## src/rtl/env_mixer_if.sv

```systemverilog
// ---------------------------------------------------------------------------
// env_mixer_if -- sample/envelope bus of the four-voice envelope mixer.
//
// Signals
//   sample_ena    one-cycle pulse that starts a new sample period
//   s1..s4        unsigned 4-bit raw voice samples
//   gate          per-voice note-on level, bit i belongs to voice s(i+1)
//   sample        mixed, enveloped 4-bit sample for the PWM stage
//   sample_valid  one-cycle pulse when sample updates
//   env_o         envelope levels, env_o[4i+3:4i] = voice i
//   overrun       sticky flag, set when a sample_ena is dropped
//
// Modports
//   master  drives the voice inputs, observes the mixer outputs
//   slave   the mixer itself
// ---------------------------------------------------------------------------
interface env_mixer_if;
  logic        sample_ena;
  logic [3:0]  s1;
  logic [3:0]  s2;
  logic [3:0]  s3;
  logic [3:0]  s4;
  logic [3:0]  gate;
  logic [3:0]  sample;
  logic        sample_valid;
  logic [15:0] env_o;
  logic        overrun;

  modport master (
    output sample_ena, s1, s2, s3, s4, gate,
    input  sample, sample_valid, env_o, overrun
  );

  modport slave (
    input  sample_ena, s1, s2, s3, s4, gate,
    output sample, sample_valid, env_o, overrun
  );
endinterface

```

## src/rtl/env_mixer.sv

```systemverilog
// ---------------------------------------------------------------------------
// env_mixer -- four-voice envelope generator and mixer.
//
// On an accepted sample_ena (cycle T) the voice samples are captured, the
// envelope divider advances and every voice's envelope FSM steps once. The
// following four cycles multiply each captured sample by its fresh envelope
// level and accumulate the top nibble of the product; at T+5 the
// accumulator's top four bits are published with a one-cycle sample_valid.
// A sample_ena that arrives while a pass is still running is dropped and
// latches the sticky overrun flag.
//
// Parameters
//   ENV_DIV   accepted sample_ena pulses per envelope step (1..1024)
//
// Ports
//   clock     rising-edge clock for all state
//   reset_n   asynchronous active-low reset
//   bus       env_mixer_if.slave (voice inputs, mixed output, status)
// ---------------------------------------------------------------------------
module env_mixer #(
  parameter int ENV_DIV = 64
) (
  input  logic        clock,
  input  logic        reset_n,
  env_mixer_if.slave  bus
);

  typedef enum logic [1:0] {
    ST_IDLE    = 2'd0,
    ST_ATTACK  = 2'd1,
    ST_SUSTAIN = 2'd2,
    ST_RELEASE = 2'd3
  } env_state_t;

  typedef struct packed {
    env_state_t state;
    logic [3:0] env;
  } voice_t;

  localparam logic [9:0] DIV_LAST  = 10'(ENV_DIV - 1);
  // Sequencer step on which the result is published and a new pulse may enter.
  localparam logic [2:0] STEP_DONE = 3'd4;

  logic        r_busy;
  logic [2:0]  r_step;
  logic [3:0]  r_cap [4];
  voice_t      r_voice [4];
  logic [9:0]  r_div;
  logic [5:0]  r_acc;
  logic [3:0]  r_sample;
  logic        r_valid;
  logic        r_overrun;

  logic [3:0]  w_s [4];
  logic        w_accept;
  logic        w_tick;
  logic [1:0]  w_sel;
  logic [7:0]  w_prod;

  assign w_s[0] = bus.s1;
  assign w_s[1] = bus.s2;
  assign w_s[2] = bus.s3;
  assign w_s[3] = bus.s4;

  // The publishing cycle counts as idle so passes can run back to back.
  assign w_accept = bus.sample_ena && (!r_busy || (r_step == STEP_DONE));
  assign w_tick   = (r_div == DIV_LAST);
  assign w_sel    = r_step[1:0];
  assign w_prod   = {4'b0000, r_cap[w_sel]} * {4'b0000, r_voice[w_sel].env};

  // One envelope step for a single voice: the gate-driven transition is
  // taken first, then the tick action of the state just entered applies.
  function automatic voice_t voice_next(input voice_t cur, input logic gate_bit,
                                        input logic tick);
    voice_t nxt;
    nxt = cur;
    case (cur.state)
      ST_IDLE:    if (gate_bit)  nxt.state = ST_ATTACK;
      ST_ATTACK:  if (!gate_bit) nxt.state = ST_RELEASE;
      ST_SUSTAIN: if (!gate_bit) nxt.state = ST_RELEASE;
      ST_RELEASE: if (gate_bit)  nxt.state = ST_ATTACK;
    endcase
    if (tick) begin
      case (nxt.state)
        ST_ATTACK: begin
          if (nxt.env != 4'd15) nxt.env = nxt.env + 4'd1;
          if (nxt.env == 4'd15) nxt.state = ST_SUSTAIN;
        end
        ST_RELEASE: begin
          if (nxt.env != 4'd0) nxt.env = nxt.env - 4'd1;
          if (nxt.env == 4'd0) nxt.state = ST_IDLE;
        end
        default: ;  // IDLE stays at 0, SUSTAIN stays at 15
      endcase
    end
    return nxt;
  endfunction

  // NOTE: every flop below, including the small per-voice arrays, is
  // assigned with <= and cleared by the async reset; the arrays are only
  // four entries of flops, not a RAM, so resetting them costs nothing.
  always_ff @(posedge clock or negedge reset_n) begin
    if (!reset_n) begin
      r_busy    <= 1'b0;
      r_step    <= 3'd0;
      r_div     <= 10'd0;
      r_acc     <= 6'd0;
      r_sample  <= 4'd0;
      r_valid   <= 1'b0;
      r_overrun <= 1'b0;
      for (int i = 0; i < 4; i++) begin
        r_cap[i]   <= 4'd0;
        r_voice[i] <= '{state: ST_IDLE, env: 4'd0};
      end
    end else begin
      r_valid <= 1'b0;

      if (bus.sample_ena && !w_accept) begin
        r_overrun <= 1'b1;
      end

      // Mix pass: steps 0..3 accumulate voices 0..3, step 4 publishes.
      if (r_busy) begin
        if (r_step == STEP_DONE) begin
          r_sample <= r_acc[5:2];
          r_valid  <= 1'b1;
          r_busy   <= 1'b0;
        end else begin
          r_acc  <= r_acc + 6'(w_prod >> 4);
          r_step <= r_step + 3'd1;
        end
      end

      // An accept on the publishing cycle overrides the busy release above.
      if (w_accept) begin
        r_busy <= 1'b1;
        r_step <= 3'd0;
        r_acc  <= 6'd0;
        r_div  <= w_tick ? 10'd0 : r_div + 10'd1;
        for (int i = 0; i < 4; i++) begin
          r_cap[i]   <= w_s[i];
          r_voice[i] <= voice_next(r_voice[i], bus.gate[i], w_tick);
        end
      end
    end
  end

  assign bus.sample       = r_sample;
  assign bus.sample_valid = r_valid;
  assign bus.overrun      = r_overrun;
  assign bus.env_o        = {r_voice[3].env, r_voice[2].env,
                             r_voice[1].env, r_voice[0].env};

endmodule

```

## src/flat_wrapper.sv

```systemverilog
// flat-port wrapper written by rule: the top's interface ports become plain ports
module env_mixer_flat 
#(
  parameter int ENV_DIV = 64
)
  (clock, reset_n, bus_sample_ena, bus_s1, bus_s2, bus_s3, bus_s4, bus_gate, bus_sample, bus_sample_valid, bus_env_o, bus_overrun);
  env_mixer_if bus_i ();
  input  logic clock;
  input  logic reset_n;
  input wire logic [$bits(bus_i.sample_ena)-1:0] bus_sample_ena;
  input wire logic [$bits(bus_i.s1)-1:0] bus_s1;
  input wire logic [$bits(bus_i.s2)-1:0] bus_s2;
  input wire logic [$bits(bus_i.s3)-1:0] bus_s3;
  input wire logic [$bits(bus_i.s4)-1:0] bus_s4;
  input wire logic [$bits(bus_i.gate)-1:0] bus_gate;
  output wire logic [$bits(bus_i.sample)-1:0] bus_sample;
  output wire logic [$bits(bus_i.sample_valid)-1:0] bus_sample_valid;
  output wire logic [$bits(bus_i.env_o)-1:0] bus_env_o;
  output wire logic [$bits(bus_i.overrun)-1:0] bus_overrun;
  assign bus_i.sample_ena = bus_sample_ena;
  assign bus_i.s1 = bus_s1;
  assign bus_i.s2 = bus_s2;
  assign bus_i.s3 = bus_s3;
  assign bus_i.s4 = bus_s4;
  assign bus_i.gate = bus_gate;
  assign bus_sample = bus_i.sample;
  assign bus_sample_valid = bus_i.sample_valid;
  assign bus_env_o = bus_i.env_o;
  assign bus_overrun = bus_i.overrun;
  env_mixer #(.ENV_DIV(ENV_DIV)) u_core (.clock(clock), .reset_n(reset_n), .bus(bus_i));
endmodule
```

## config.mk

```make
export PLATFORM = sky130hd
export DESIGN_NAME = env_mixer_flat
export DESIGN_NICKNAME = d
export VERILOG_FILES = /design/src/rtl/env_mixer_if.sv /design/src/rtl/env_mixer.sv /design/src/flat_wrapper.sv
export SDC_FILE = /design/constraint.sdc
export NUM_CORES = 1
export LEC_CHECK = 0
export CORE_MARGIN = 1.5
export CORE_UTILIZATION = 50
export CTS_CLUSTER_SIZE = 40
export DETAILED_ROUTE_END_ITERATION = 12
export GPL_TIMING_DRIVEN = 0
export PLACE_DENSITY_LB_ADDON = 0.25
export SKIP_CTS_REPAIR_TIMING = 1
export SYNTH_ARGS = -nofsm -noshare
export SYNTH_HDL_FRONTEND = slang
export SYNTH_SLANG_ARGS = --single-unit
```

## constraint.sdc

```tcl
create_clock -name clock -period 6.5 [get_ports clock]
set_input_delay 1.3 -clock clock [delete_from_list [all_inputs] [get_ports clock]]
set_output_delay 1.3 -clock clock [all_outputs]
set_load 0.01 [all_outputs]
```

# After elaboration in Yosys (flattened, before gate mapping)
# Index checks and enable logic that the tools add are counted.
# word_totals
inputBits	23
ff_bits	66
output_inout_bits	22
word_cells	182
# classes
n_mul	1
n_lt_le_gt_ge	1
n_eq_ne	31
muxes	82
n_bitwise	1
add_sub_neg	11
reduce_logical	36
# ops
op	count
4-bit two-way mux	36
6-bit case mux with 2 select lines	4
6-bit two-way mux	7
2-bit two-way mux	20
2-bit equality test, second input constant	12
4-bit by 1-bit adder with 4-bit output, second input constant	4
2-bit by 1-bit equality test with 1-bit output, second input constant	8
4-bit equality test, second input constant	4
4-bit zero test	4
4-bit != test, second input constant	4
2-bit case mux with 2 select lines	4
4-bit nonzero test	4
2-bit OR reduction	8
4-bit by 1-bit subtractor with 4-bit output, second input constant	4
6-bit binary-select mux with 2-bit select	1
3-bit AND reduction	4
10-bit by 1-bit adder with 10-bit output, second input constant	1
10-bit by 6-bit equality test with 1-bit output, second input constant	1
10-bit two-way mux	1
2-bit nonzero test	5
3-bit two-way mux	3
4-bit binary-select mux with 2-bit select	1
2-bit zero test	4
4-bit by 4-bit multiplier with 8-bit output	1
11 further kinds	18

# Longest topological paths before layout
# logic_depth
ltp_word	12
depth_mapped	21
mapped_depth_nobuf	20

# Least setup slack after synthesis
# Ideal clock, no wire load.
# synth_timing
path_type	reg2reg
from	register u_core.r_step[0]
to	register u_core.r_acc[5]
arrival_ps	4420
path_buffers	1
setup_slack_ps	1953
period_less_slack_ps	4547
required_ps	6372
stages_incl_launch_ff	21
setup_ps	128
path_cell_list	dfrtp_1 > buf_2 > mux4_2 > nand2_1 > fa_1 > fa_1 > inv_1 > ha_1 > nand3_1 > o22ai_1 > a31oi_1 > nor2b_1 > nor2_1 > xnor2_1 > ha_1 > a21o_1 > a21oi_1 > nor2b_1 > o21ai_0 > xor2_1 > o21ai_0
# synth_between
elab_chain_len	9
word_cells_on_any_way	18
classes_between	1 x add/sub; 1 x mul; 2 x eq/ne; 9 x mux; 1 x bitwise; 4 x reduce/logical
# synth_lines
item	line	text
start, declared	env_mixer.sv:45	logic [2:0] r_step;
start signal, assigned	env_mixer.sv:130	r_step <= r_step + 3'd1;
2-bit NOT with 3-bit output (not written as such)	env_mixer.sv:69	assign w_prod = {4'b0000, r_cap[w_sel]} * {4'b0000, r_voice[w_sel].env};
4-bit binary-select mux with 2-bit select / 6-bit binary-select mux with 2-bit select (equally long branches)	env_mixer.sv:69	
4-bit two-way mux (not written as such) (2 in a row)	env_mixer.sv:69	
4-bit by 4-bit multiplier with 8-bit output	env_mixer.sv:69	
6-bit by 4-bit adder with 6-bit output	env_mixer.sv:129	r_acc <= r_acc + 6'(w_prod >> 4);
6-bit two-way mux	env_mixer.sv:124	if (r_step == STEP_DONE) begin
6-bit two-way mux	env_mixer.sv:123	if (r_busy) begin
6-bit two-way mux	env_mixer.sv:135	if (w_accept) begin
end signal, assigned	env_mixer.sv:129	
end, declared	env_mixer.sv:49	logic [5:0] r_acc;
# Several ways; a longest one is shown, not always the timed one. The select of a mux whose other input is x is not followed.
# A chain may end at the register's enable or synchronous reset.

# Worst setup path in the final report
# Same ends and word-level chain as after synthesis.

==> results.md <==
* Run status: finished, violations left
* Failing checks: design-rule violations
* Crit. End Element: flip-flop
* Pin count of the biggest net entering global routing at 67
* Vias in the first global route at 3669
* FILL cells at about 770
* Period utilisation layout at 0.789
* Mapped cell area at about 0.0046 mm²
* Htree depth at 3
* Syn Inst Count at between 500 and 600
* Clk buf depth at 2
* Achievable frequency at 195 MHz
* XOR/XNOR share of the synthesized area at 0.0533
* Die Y at 98.9 µm
* HPWL after DPL at 7330 µm
* Main synth FF type: dfrtp_1
* Synth Net Count at 577
* Crit path time final at 5.13 ns
* Core ar. at between 0.008 and 0.009 mm²
* CTS tree: yes
* CP max stage delay at between 0.6 and 0.7 ns
* Fin Setup TNS at 0 ns
* Vias at just under 4000
* IO buf count at 42
* PwrDens at 280 mW/mm²
* Final setup viols at 0
* Synth Area in Adders at 0.0854
* Residual DRC count at 3
* Avg Cell Area, Syn at 8.76 µm²
* Arrival @ worst endpoint at 5.36 ns
* FF+latch area at roughly 0.0017 mm²
* 1st-pass router iterations at 9
* Slowest-stage cell, CP: mux4_2
* DP Area at 0.00515 mm²
* Path type of the worst setup path: reg -> reg
* Synth warn at 0
* Final-report max-slew violation count at 0
* Largest family of logic cells by synthesized area: simple AND/OR/NAND/NOR gates
* Crit-path cells: buf_2, mux4_2, nand2_1, fa_1, fa_1, inv_1, ha_1, nand3_1, o22ai_1, a31oi_1, nor2b_1, nor2_1, xnor2_1, ha_1, a21o_1, a21oi_1, nor2b_1, o21ai_0, xor2_1, o21ai_0
* Max Cap Violations at 0
* Fraction of registers with async set/reset at 1.00
* Initial core utilization at 0.522
* RePlAce Congestion at 0.862
* CTS Sinks at 66
* Synth Area in Compound Gates at 0.161
* N_diodes at 0
* Synth Area in Simple Gates at 0.215
* Post-synthesis sequential area ratio at 0.359
* Initial DRC count at 238
* Die area at 0.00979 mm²
* Routed WL at 10100 µm
* Skew-Pair Late Insertion Delay at 0.35 ns
* Yosys reg bits at 66
* First-pass GRT wire length at 17200 µm
* Drt via density at between 5 and 6
* Share of layout cells above drive strength 1 at 0.110
* Initial antenna violation count at 0
* Leakage at 0.00245 µW
* RSZ-0062 raised after global routing: no
* Grt total ovfl at 0
* CTS Buf Count at 9
* Final Hold Fails at 0
* Drt wl/cell at 14.6 µm
* Boundary Pins at 45
* Worst slew margin at 0.424
* CP max FO at 10
* Number of library cell types mapped by synthesis at slightly below 60
* Clock root buffer master: clkbuf_8
* Peak supply drop at approximately 170 µV
* Post-route ant nets at 0
* Post-layout instance area at 0.00538 mm²
* CP startpoint kind: flip-flop
* Area growth from synthesis to layout at 17.0%
* Final net count at 630
* GRT Total Usage at 0.220
* Tightest Hold Check Type: reg -> reg
* Multi-input gate area at approximately 0.0027 mm²
* Clk_skew at around 0.013 ns
* Die X at 98.9 µm
* Actual slew at the worst max-slew pin at 0.864 ns
* Multiplexer share of the synthesized area at 0.0620
* EDFF count, synth at 0
* Critical Path RT at 6.74 ns
* Reg clk slew, reported paths at 0.08 ns
* Rows at 34
[stage by stage]
stage | total power [µW] | setup slack, ns | std cells | hold WS (ns) | utilization
5_1_grt | 1620 | 0.997 | 691 | 0.500 | 0.611
2_1_floorplan | 960 | 1.95 | 525 | 0.440 | -
4_1_cts | 1520 | 1.36 | 691 | 0.468 | 0.611
6_report | 1510 | 1.37 | 691 | 0.472 | 0.611
3_3_place_gp | 1090 | 1.45 | 675 | 0.441 | 0.586
3_5_place_dp | 1120 | 1.38 | 675 | 0.448 | 0.585
[report_power, final]
group	switching [µW]	total, µW	internal (µW)	leakage, µW
combinational	276	491	215	0.00149
sequential	93.9	618	524	0.000850
clock	170	397	227	0.000112
[final timing paths]
kind / start / to / slack (ns) / cells past startpoint
setup / recovery: u_core.r_step[0] / u_core.r_acc[5] / 1.37 / 20
hold / removal: u_core.bus.overrun / u_core.bus.overrun / 0.47 / 1
setup reg to reg: u_core.r_step[0] / u_core.r_acc[5] / 1.37 / 20
hold reg to reg: u_core.bus.overrun / u_core.bus.overrun / 0.47 / 1
max in group asynchronous: reset_n / u_core.r_div[1] / 4.87 / 1
min in group asynchronous: reset_n / u_core.bus.env_o[12] / 1.02 / 1
[placed cells by master (no fill, tap or decap), types with 5 or more instances in the layout]
cell type / count
nor2_1: 30
clkdlybuf4s50_1: 41
o21a_1: 5
nand2b_1: 12
clkbuf_8: 10
ha_1: 25
nand3_1: 16
xor2_1: 12
and2_1: 13
o21ai_0: 28
dfrtp_1: 66
clkbuf_1: 19
nand3b_1: 5
a31oi_1: 5
buf_4: 17
nand4_1: 8
inv_1: 22
a21oi_1: 28
nand2_1: 95
o22ai_1: 8
nor3_1: 8
xnor2_1: 16
mux4_2: 7
mux2_2: 6
mux2i_1: 6
[layout make-up]
type                       count  share of cell area
buffer                        39              0.0393
clock buffer                  10              0.0256
clock inverter                 6              0.0167
inverter                      22              0.0153
multi-input combinational    398               0.493
sequential                    66               0.307
tap                          108              0.0251
timing repair buffer          42              0.0777
[synthesized netlist by cell type (5+ instances only)]
library cell  instances  area share
mux2i_1               6       0.013
dfrtp_1              66        0.36
nand4_1               8       0.011
o22ai_1               8       0.011
mux2_2                6       0.015
nor3_1                8      0.0087
nand2b_1             12       0.016
nand3b_1              5      0.0082
o21ai_0              28       0.030
a21oi_1              28       0.030
o21a_1                5      0.0082
buf_4                16       0.026
nand2_1              95       0.078
mux4_2                7       0.034
and2_1               13       0.018
xnor2_1              16       0.030
clkbuf_1             19       0.016
a31oi_1               5      0.0068
ha_1                 25       0.068
xor2_1               12       0.023
inv_1                22       0.018
nand3_1              16       0.017
nor2_1               30       0.024
[worst max-delay path, delay by kind of cell (launching register included)]
kind            cells  cell delay, ns
simple gates        5            0.50
xor+xnor            2            0.37
compound gates      6            1.13
fa+ha+maj           4            1.54
flops               1            0.47
buf+inv             2            0.39
mux                 1            0.61
[cell families after synthesis]
group	after synthesis
muxes	19
xor gates and xnor gates	28
and+or+nand+nor	207
DFF	66
adders and majority gates	29
AOI/OAI and AO/OA	115
buffers and inverters	61
[flip-flops by register name, indices dropped and copies added (netlist names)]
name	cells
u_core.bus.env_o	16
u_core.bus.overrun	1
u_core.bus.sample	4
u_core.bus.sample_valid	1
u_core.r_acc	6
u_core.r_busy	1
u_core.r_cap	16
u_core.r_div	10
u_core.r_step	3
u_core.r_voice	8
[metal layers]
layer	vias up	global-route usage	wire length (µm)
met1	1866	0.298	4780
met4	0	0.0736	161
met5	-	0	0
met2	105	0.356	4660
li1	1926	-	-
met3	13	0.0397	494
Power figures use the tool's default switching activity.
